## src/rtl/ysyx_22041211_muldiv_pkg.sv

```systemverilog
// Shared encodings for the iterative multiply/divide sequencer:
// operation codes, FSM states, ALU controls and default widths.
package ysyx_22041211_muldiv_pkg;

   localparam int DATA_LEN_DEF = 32;
   localparam int STEPS_DEF    = 32;

   typedef enum logic [1:0] {
      OP_MUL   = 2'b00,
      OP_MULHU = 2'b01,
      OP_DIVU  = 2'b10,
      OP_REMU  = 2'b11
   } op_e;

   typedef enum logic [1:0] {
      ST_IDLE = 2'b00,
      ST_BUSY = 2'b01,
      ST_DONE = 2'b10
   } state_e;

   localparam logic [3:0] ALU_ADD = 4'b0000;
   localparam logic [3:0] ALU_SUB = 4'b0001;

   function automatic logic is_div(input op_e op);
      return (op == OP_DIVU) || (op == OP_REMU);
   endfunction

endpackage

```

## src/rtl/ysyx_22041211_muldiv_step.sv

```systemverilog
// One iteration of shift-add multiply or restoring divide. Purely combinational;
// the external ALU does the 32-bit add/subtract for the step.
module ysyx_22041211_muldiv_step
   import ysyx_22041211_muldiv_pkg::*;
#(
   parameter int DATA_LEN = DATA_LEN_DEF
) (
   input  logic                busy,
   input  op_e                 op,
   input  logic [DATA_LEN-1:0] acc,        // hi (multiply) / rem (divide)
   input  logic [DATA_LEN-1:0] sh,         // lo (multiply) / quo (divide)
   input  logic [DATA_LEN-1:0] opnd,       // mcand (multiply) / dvs (divide)
   input  logic [DATA_LEN-1:0] alu_result,
   output logic [DATA_LEN-1:0] alu_src1,
   output logic [DATA_LEN-1:0] alu_src2,
   output logic [3:0]          alu_control,
   output logic [DATA_LEN-1:0] acc_nxt,
   output logic [DATA_LEN-1:0] sh_nxt
);

   logic [DATA_LEN-1:0] r_shift;
   logic [DATA_LEN-1:0] s;
   logic                c;
   logic                b;

   // NOTE: every always_comb output gets a default first so no path leaves it
   // unassigned; a missing default would infer a latch.
   always_comb begin
      alu_src1    = '0;
      alu_src2    = '0;
      alu_control = ALU_ADD;
      acc_nxt     = acc;
      sh_nxt      = sh;
      r_shift     = {acc[DATA_LEN-2:0], sh[DATA_LEN-1]};
      b           = acc[DATA_LEN-1];
      s           = acc;
      c           = 1'b0;

      if (busy) begin
         if (is_div(op)) begin
            alu_src1    = r_shift;
            alu_src2    = opnd;
            alu_control = ALU_SUB;
            // The bit shifted out of rem makes the partial remainder exceed dvs.
            if (b || !(r_shift < opnd)) begin
               acc_nxt = alu_result;
               sh_nxt  = {sh[DATA_LEN-2:0], 1'b1};
            end else begin
               acc_nxt = r_shift;
               sh_nxt  = {sh[DATA_LEN-2:0], 1'b0};
            end
         end else begin
            alu_src1    = acc;
            alu_src2    = opnd;
            alu_control = ALU_ADD;
            if (sh[0]) begin
               s = alu_result;
               c = (alu_result < acc);
            end
            // {hi,lo} <= {c,s,lo} >> 1
            acc_nxt = {c, s[DATA_LEN-1:1]};
            sh_nxt  = {s[0], sh[DATA_LEN-1:1]};
         end
      end
   end

endmodule

```

## src/rtl/ysyx_22041211_muldiv_ctrl.sv

```systemverilog
// Iterative RV32M unsigned multiply/divide sequencer driving an external ALU.
// Optional YSYX_22041211_MULDIV_EARLY_EN: trivial operands finish at the handshake.
module ysyx_22041211_muldiv_ctrl
   import ysyx_22041211_muldiv_pkg::*;
#(
   parameter int DATA_LEN = DATA_LEN_DEF,
   parameter int STEPS    = STEPS_DEF
) (
   input  logic                clk,
   input  logic                rst_n,
   input  logic                in_valid,
   output logic                in_ready,
   input  logic [1:0]          op,
   input  logic [DATA_LEN-1:0] src1,
   input  logic [DATA_LEN-1:0] src2,
   output logic                out_valid,
   input  logic                out_ready,
   output logic [DATA_LEN-1:0] result,
   output logic [DATA_LEN-1:0] alu_src1,
   output logic [DATA_LEN-1:0] alu_src2,
   output logic [3:0]          alu_control,
   input  logic [DATA_LEN-1:0] alu_result
);

   localparam int CNT_W = $clog2(STEPS);

   state_e              state, state_nxt;
   op_e                 op_r;
   op_e                 op_in;
   logic [CNT_W-1:0]    cnt;
   logic [DATA_LEN-1:0] acc, sh, opnd;
   logic [DATA_LEN-1:0] acc_nxt, sh_nxt;
   logic                accept;
   logic                early;
   logic                last_step;

   assign op_in     = op_e'(op);
   assign accept    = in_valid && (state == ST_IDLE);
   assign last_step = (cnt == CNT_W'(STEPS - 1));

`ifdef YSYX_22041211_MULDIV_EARLY_EN
   // Divide by zero is deliberately excluded: it takes the full loop.
   assign early = is_div(op_in) ? (src1 < src2)
                                : ((src1 == '0) || (src2 == '0));
`else
   assign early = 1'b0;
`endif

   ysyx_22041211_muldiv_step #(
      .DATA_LEN (DATA_LEN)
   ) u_step (
      .busy        (state == ST_BUSY),
      .op          (op_r),
      .acc         (acc),
      .sh          (sh),
      .opnd        (opnd),
      .alu_result  (alu_result),
      .alu_src1    (alu_src1),
      .alu_src2    (alu_src2),
      .alu_control (alu_control),
      .acc_nxt     (acc_nxt),
      .sh_nxt      (sh_nxt)
   );

   always_comb begin
      state_nxt = state;
      in_ready  = 1'b0;
      out_valid = 1'b0;
      result    = '0;
      case (state)
         ST_IDLE: begin
            in_ready = 1'b1;
            if (in_valid) state_nxt = early ? ST_DONE : ST_BUSY;
         end
         ST_BUSY: begin
            if (last_step) state_nxt = ST_DONE;
         end
         ST_DONE: begin
            out_valid = 1'b1;
            result    = (op_r == OP_MUL || op_r == OP_DIVU) ? sh : acc;
            if (out_ready) state_nxt = ST_IDLE;
         end
         default: state_nxt = ST_IDLE;
      endcase
   end

   // NOTE: sequential state uses non-blocking assignments so every register
   // samples the pre-edge values, independent of statement order.
   always_ff @(posedge clk or negedge rst_n) begin
      if (!rst_n) begin
         state <= ST_IDLE;
         op_r  <= OP_MUL;
         cnt   <= '0;
         acc   <= '0;
         sh    <= '0;
         opnd  <= '0;
      end else begin
         state <= state_nxt;
         if (accept) begin
            op_r <= op_in;
            cnt  <= '0;
            if (early) begin
               // Zero product, or quotient 0 with remainder = dividend.
               acc  <= is_div(op_in) ? src1 : '0;
               sh   <= '0;
               opnd <= '0;
            end else begin
               acc  <= '0;
               sh   <= is_div(op_in) ? src1 : src2;
               opnd <= is_div(op_in) ? src2 : src1;
            end
         end else if (state == ST_BUSY) begin
            acc <= acc_nxt;
            sh  <= sh_nxt;
            cnt <= cnt + 1'b1;
         end
      end
   end

endmodule

```

## config.mk

```make
export PLATFORM = sky130hd
export DESIGN_NAME = ysyx_22041211_muldiv_ctrl
export DESIGN_NICKNAME = d
export VERILOG_FILES = /design/src/rtl/ysyx_22041211_muldiv_pkg.sv /design/src/rtl/ysyx_22041211_muldiv_step.sv /design/src/rtl/ysyx_22041211_muldiv_ctrl.sv
export SDC_FILE = /design/constraint.sdc
export NUM_CORES = 1
export LEC_CHECK = 0
export ABC_AREA = 0
export BUFFER_PORTS_ARGS = -buffer_cell sky130_fd_sc_hd__clkbuf_2
export CAP_MARGIN = 0
export CELL_PAD_IN_SITES_DETAIL_PLACEMENT = 1
export CELL_PAD_IN_SITES_GLOBAL_PLACEMENT = 1
export CORE_ASPECT_RATIO = 1.75
export CORE_MARGIN = 1
export CORE_UTILIZATION = 32
export CTS_CLUSTER_SIZE = 16
export DETAILED_ROUTE_END_ITERATION = 10
export PLACE_DENSITY = 0.78
export SYNTH_ARGS = -nofsm -noshare
export SYNTH_HDL_FRONTEND = slang
export SYNTH_SLANG_ARGS = --single-unit
```

## constraint.sdc

```tcl
create_clock -name clk -period 2 [get_ports clk]
set_input_delay 0.4 -clock clk [delete_from_list [all_inputs] [get_ports clk]]
set_output_delay 0.4 -clock clk [all_outputs]
set_load 0.01 [all_outputs]
```

# Word level (Yosys, flattened, before mapping)
# Index checks and enable logic that the tools add are counted.
[totals]
ff_bits = 105
inputBits = 102
out_inout_bits = 102
elab_cells = 56
[classes]
n_addsub = 1
magnitude_cmp = 2
n_eq_ne = 10
n_mux = 27
reduce_logical = 10
[ops]
columns = ["op", "n"]
rows = [
  ["$mux 32", 15],
  ["$lt 32x32->1", 2],
  ["$eq 2x2->1 const B", 5],
  ["$mux 5", 2],
  ["$mux 2", 3],
  ["$ne 2x2->1 const B", 3],
  ["$pmux 2 s3", 1],
  ["$add 5x1->5 const B", 1],
  ["$eq 5x5->1 const B", 1],
  ["$mux 1", 5],
  ["$logic_not 2->1", 2],
  ["$logic_or 1x1->1", 4],
  ["$mux 4", 1],
  ["$reduce_and 3->1", 1],
  ["$eq 2x1->1 const B", 1],
  ["$reduce_bool 2->1", 1],
  ["$logic_and 1x1->1", 1],
  ["$logic_not 1->1", 1],
]

# Depth between registers and ports, before layout
[logic_depth]
depth_word = 7
mapped_depth = 10
depth_no_buf = 9

# Modules after synthesis
# A second synthesis with hierarchy kept.
[hier_totals]
hier_cells = 1150
area_unflattened_um2 = 9658.0
[by_module_without_submodules]
columns = ["mod", "instances", "cells_each", "area_each_um2", "seq_area_each_um2"]
rows = [
  ["ysyx_22041211_muldiv_ctrl", 1, 530, 5260.0, 2627.5],
  ["ysyx_22041211_muldiv_step", 1, 620, 4398.0, 0.0],
]

# Worst setup path after synthesis
# No wires, ideal clock.
[synth_path]
path_kind = "reg-to-reg"
startpoint = "reg acc[10]"
endpoint = "reg sh[0]"
setup_time_ns = 0.126
t_arrival_ns = 1.963
required_time_ns = 1.874
path_slack_ns = -0.089
stages_incl_launch_ff = 8
path_buffers = 0
period_less_slack_ns = 2.089
path_cell_list = "dfrtp_1 ha_1 and4_1 a31oi_1 nand3_1 o211ai_2 a31oi_1 a311o_1"
[synth_between]
elab_chain_cells = 7
[synth_rtl]
columns = ["item", "line_no", "rtl"]
rows = [
  ["start: declaration", "ysyx_22041211_muldiv_ctrl.sv:31", "logic [DATA_LEN-1:0] acc, sh, opnd;"],
  ["start signal: assignment", "ysyx_22041211_muldiv_ctrl.sv:104", "acc <= is_div(op_in) ? src1 : '0;"],
  ["start signal: assignment", "ysyx_22041211_muldiv_ctrl.sv:113", "acc <= acc_nxt;"],
  ["$lt 32x32->1", "ysyx_22041211_muldiv_step.sv:45", "if (b || !(r_shift < opnd)) begin"],
  ["$logic_not 1->1", "ysyx_22041211_muldiv_step.sv:45", ""],
  ["$logic_or 1x1->1", "ysyx_22041211_muldiv_step.sv:45", ""],
  ["$mux 1", "ysyx_22041211_muldiv_step.sv:45", ""],
  ["$mux 32", "ysyx_22041211_muldiv_step.sv:40", "if (is_div(op)) begin"],
  ["$mux 32", "ysyx_22041211_muldiv_ctrl.sv:112", "end else if (state == ST_BUSY) begin"],
  ["$mux 32", "ysyx_22041211_muldiv_ctrl.sv:99", "if (accept) begin"],
  ["end signal: assignment", "ysyx_22041211_muldiv_ctrl.sv:109", "sh <= is_div(op_in) ? src1 : src2;"],
  ["end signal: assignment", "ysyx_22041211_muldiv_ctrl.sv:114", "sh <= sh_nxt;"],
  ["end: declaration", "ysyx_22041211_muldiv_ctrl.sv:31", ""],
]
# Every way passes these cells. The select of a mux whose other input is x is not followed.
# A chain may end at the register's enable or synchronous reset.

# Worst setup path in the final report
[layout_path]
startpoint = "reg opnd[10]"
endpoint = "reg acc[4]"
[layout_between]
elab_chain_cells = 7
[layout_rtl]
columns = ["item", "line_no", "rtl"]
rows = [
  ["start: declaration", "ysyx_22041211_muldiv_ctrl.sv:31", ""],
  ["start signal: assignment", "ysyx_22041211_muldiv_ctrl.sv:110", "opnd <= is_div(op_in) ? src2 : src1;"],
  ["$lt 32x32->1", "ysyx_22041211_muldiv_step.sv:45", ""],
  ["$logic_not 1->1", "ysyx_22041211_muldiv_step.sv:45", ""],
  ["$logic_or 1x1->1", "ysyx_22041211_muldiv_step.sv:45", ""],
  ["$mux 32", "ysyx_22041211_muldiv_step.sv:45", ""],
  ["$mux 32", "ysyx_22041211_muldiv_step.sv:40", ""],
  ["$mux 32", "ysyx_22041211_muldiv_ctrl.sv:112", ""],
  ["$mux 32", "ysyx_22041211_muldiv_ctrl.sv:99", ""],
]
# Every way passes these cells. The select of a mux whose other input is x is not followed.

==> run summary <==
Clock Tree Buf Depth -> 2
Synth Register Bits -> 105
Starting DRT DRC Count -> 941
First-pass GRT wire length -> 61,330 µm
Final instance area -> 14,380 µm²
CP startpoint kind -> register
Area of the mapped netlist -> 9213 µm²
Initial Utilization -> 0.3270
CP max FO -> 8
Max Freq -> 390.4 MHz
Hold Vio Cnt, Final -> 0
Clock sinks -> 105
Critical Path Sink -> acc[4]
Worst-margin pin slew -> 831.9 ps
Worst setup margin -> -561.5 ps
Max_cap viols -> 0
Final Hold Slack -> 179.3 ps
Buf/Inv on CP -> 4
Number of synthesized flops with an enable pin -> 0
IO Count -> 204
Die area -> 29,500 µm²
Final ANT Viol Nets -> 0
Sequential share of the synthesized area -> 0.2852
Vias -> 11,490
Worst stage delay on the critical path -> 410 ps
CTS tree -> built
Vias in the first global route -> 10,890
Most common cell after layout, fill and taps aside -> buf_4
Final Setup Violations -> 135
Die Height -> 226.5 µm
Clk pin slew, worst setup/hold paths -> 90 ps
Leakage -> 6.532 nW
Cell Rows -> 81
RSZ-0062 raised after global routing -> yes
Worst min path class -> primary input to register
Reg2reg start -> opnd[10]
Met2 routed WL -> 25,370 µm
Relative slew slack -> 0.4454
Wire length on met1 -> 18,460 µm
Layout cells sized above 1 -> 0.4590
CP most frequent cell -> buf_4
Synth Area in XOR/XNOR -> 0.0009507
Reg2Reg Depth -> 12
Crit-path cells -> inv_1 > ha_1 > nand2_1 > o21ai_2 > buf_4 > nand2_2 > nand3_4 > buf_6 > buf_4 > o211a_4 > nor3_2 > a211oi_2
HPWL Detailed -> 28,470 µm
Power Dens Cells -> 1889 nW/µm²
Nets@finish -> 1,623
Largest family of logic cells by synthesized area -> compound AO/OA/AOI/OAI gates
Failing checks -> negative setup slack
CP Data Required Time -> 2270 ps
CP Capture Type -> register
Gr usage total -> 0.2799
DR top layer -> met4
Max Slew Vio Count -> 0
Maximum vdd drop -> 854.4 µV
Placed cell area -> 11,640 µm²
CP top delay family -> simple AND/OR/NAND/NOR gates
Synth area leaders -> dfrtp_1, mux2i_1, ha_1
Port bufs -> 200
Die X -> 130.3 µm
Gpl congestion -> 0.9018
Min Tclk post-route -> 2561 ps
Cells after Synth -> 1,115
Synth warn -> 0
Antenna violations before repair -> 0
CTS root buf -> clkbuf_16
Fin crit share -> 1.281
Largest area contributor in the netlist -> dfrtp_1
Core area -> 28,170 µm²
ANT cells -> 0
Grt ovf -> 0
Critical path depth -> 12
Routed wl met3 -> 4185 µm
Clk_lat worst skew -> 390 ps
Pre-Repair DR Iteration Count -> 5
Outcome -> finished with violations
R2R Setup Slk -> -560 ps
Simple-gate area share of the yosys netlist -> 0.1862
# DRC -> 0
Final WL -> 53,240 µm
Vias per inst -> 6.263
Arrival @ worst endpoint -> 2830 ps
Synth async-reset ratio -> 1.000
Multiplexer share of the synthesized area -> 0.1760
Fillers -> 3,289
Distinct cells, synth -> 47
Final worst clock skew -> 16.07 ps
Pin count of the biggest net entering global routing -> 46
Top-area cell type share of the netlist area -> 0.2852
Critical path class -> register to register
WL/cell -> 29.01 µm
Prevailing post-synth register cell -> dfrtp_1
Post-synthesis adder-cell area fraction -> 0.08692
Commonest non-fill, non-tap cells in the layout -> buf_4, mux2i_1, nand2_1, clkbuf_2, o21ai_0
Synth Area in Compound Gates -> 0.1869
Worst Setup SP -> opnd[10]
Syn Area/Cell -> 8.262 µm²
FF-to-FF End -> acc[4]
CP max stage cell -> dfrtp_1
Area Overhead vs Synth -> 56.04%
Num CTS Buffers -> 9
H-tree Lvls -> 3
[what timing repair did]
item | in CTS | in global routing
setup buffers | 25 | 31
gates resized for setup | 77 | 383
pin swaps | 18 | 80
endpoints found under the hold margin | 20 | 0
hold buffers | 1 | 0
endpoints found under the setup margin | 93 | 104
gates cloned | 8 | 13
[kinds of logic (layout without fill, tap and decap cells)]
kind of cell               after synthesis  after routing
AOI/OAI and AO/OA                      253            256
xor gates and xnor gates                 1              1
adders and majority gates               64             64
buffers and inverters                  152            491
DFF                                    105            105
muxes                                  162            162
other                                    1              3
and+or+nand+nor                        377            380
[sequential cells by signal, indices dropped and copies added (netlist names)]
register,cells
opnd,32
state,2
sh,32
cnt,5
op_r,2
acc,32
[cell type report]
cell class                      instances  area [µm²]  area share
Tap cell                              373       466.7     0.03247
Sequential cell                       105        2641      0.1837
Clock buffer                           10       229.0     0.01593
Timing Repair Buffer                  410        3491      0.2428
Inverter                               65       246.5     0.01715
Clock inverter                          6       51.30    0.003569
Multi-Input combinational cell        866        7249      0.5043
[worst min path at each step]
stage,from,endpoint,slack [ps],cells past startpoint
after floorplan,rst_n,acc[0],100,0
after global placement,rst_n,opnd[5],330,1
final,out_ready,state[1],180,2
after detailed placement,rst_n,opnd[5],330,1
after global routing,out_ready,state[1],170,2
after CTS,out_ready,state[1],210,2
[cells in the mapped netlist (2+ instances only)]
library cell,instances
buf_6,10
nor2b_1,3
inv_1,65
nand3_1,33
and2_1,2
dlygate4sd1_1,2
mux2i_1,162
a211oi_2,30
a21oi_2,2
a211oi_1,3
dfrtp_1,105
a21o_1,17
nand2b_1,3
a221oi_1,22
buf_2,17
ha_1,64
o221ai_1,11
nand3b_1,30
o211ai_1,4
clkbuf_1,43
a21oi_1,45
nand2_1,125
and4_1,3
buf_4,8
o21ai_1,4
a31oi_1,3
o21ai_0,105
nand4_1,11
nor2_1,127
nor3_1,33
nor3b_1,2
buf_1,6
[layer usage]
| metal | GRT usage | vias to the layer above |
|---|---|---|
| met4 | 0.2209 | 0 |
| met1 | 0.3101 | 5688 |
| met2 | 0.4708 | 816 |
| li1 | - | 4659 |
| met3 | 0.04318 | 330 |
| met5 | 0 | - |
[per-stage QoR]
stage               std cells  setup slack (ps)  total power [mW]  utilization  TNS, ps
floorplan                1117            -6.214             12.35            -   -37.26
global placement         1746            -333.9             17.78       0.4132    -7644
detailed placement       1746            -413.0             18.39       0.4132   -10390
CTS                      1795            -322.8             21.67       0.4478    -9188
global route             1835            -583.2             28.08       0.5102   -29950
finish                   1835            -561.5             27.16       0.5102   -29110
[power by group]
part / total (mW) / switching [mW] / internal, mW
clock: 1.90 / 1.03 / 0.871
sequential: 4.68 / 1.45 / 3.23
combinational: 20.6 / 11.5 / 9.11
Power figures use the tool's default switching activity.
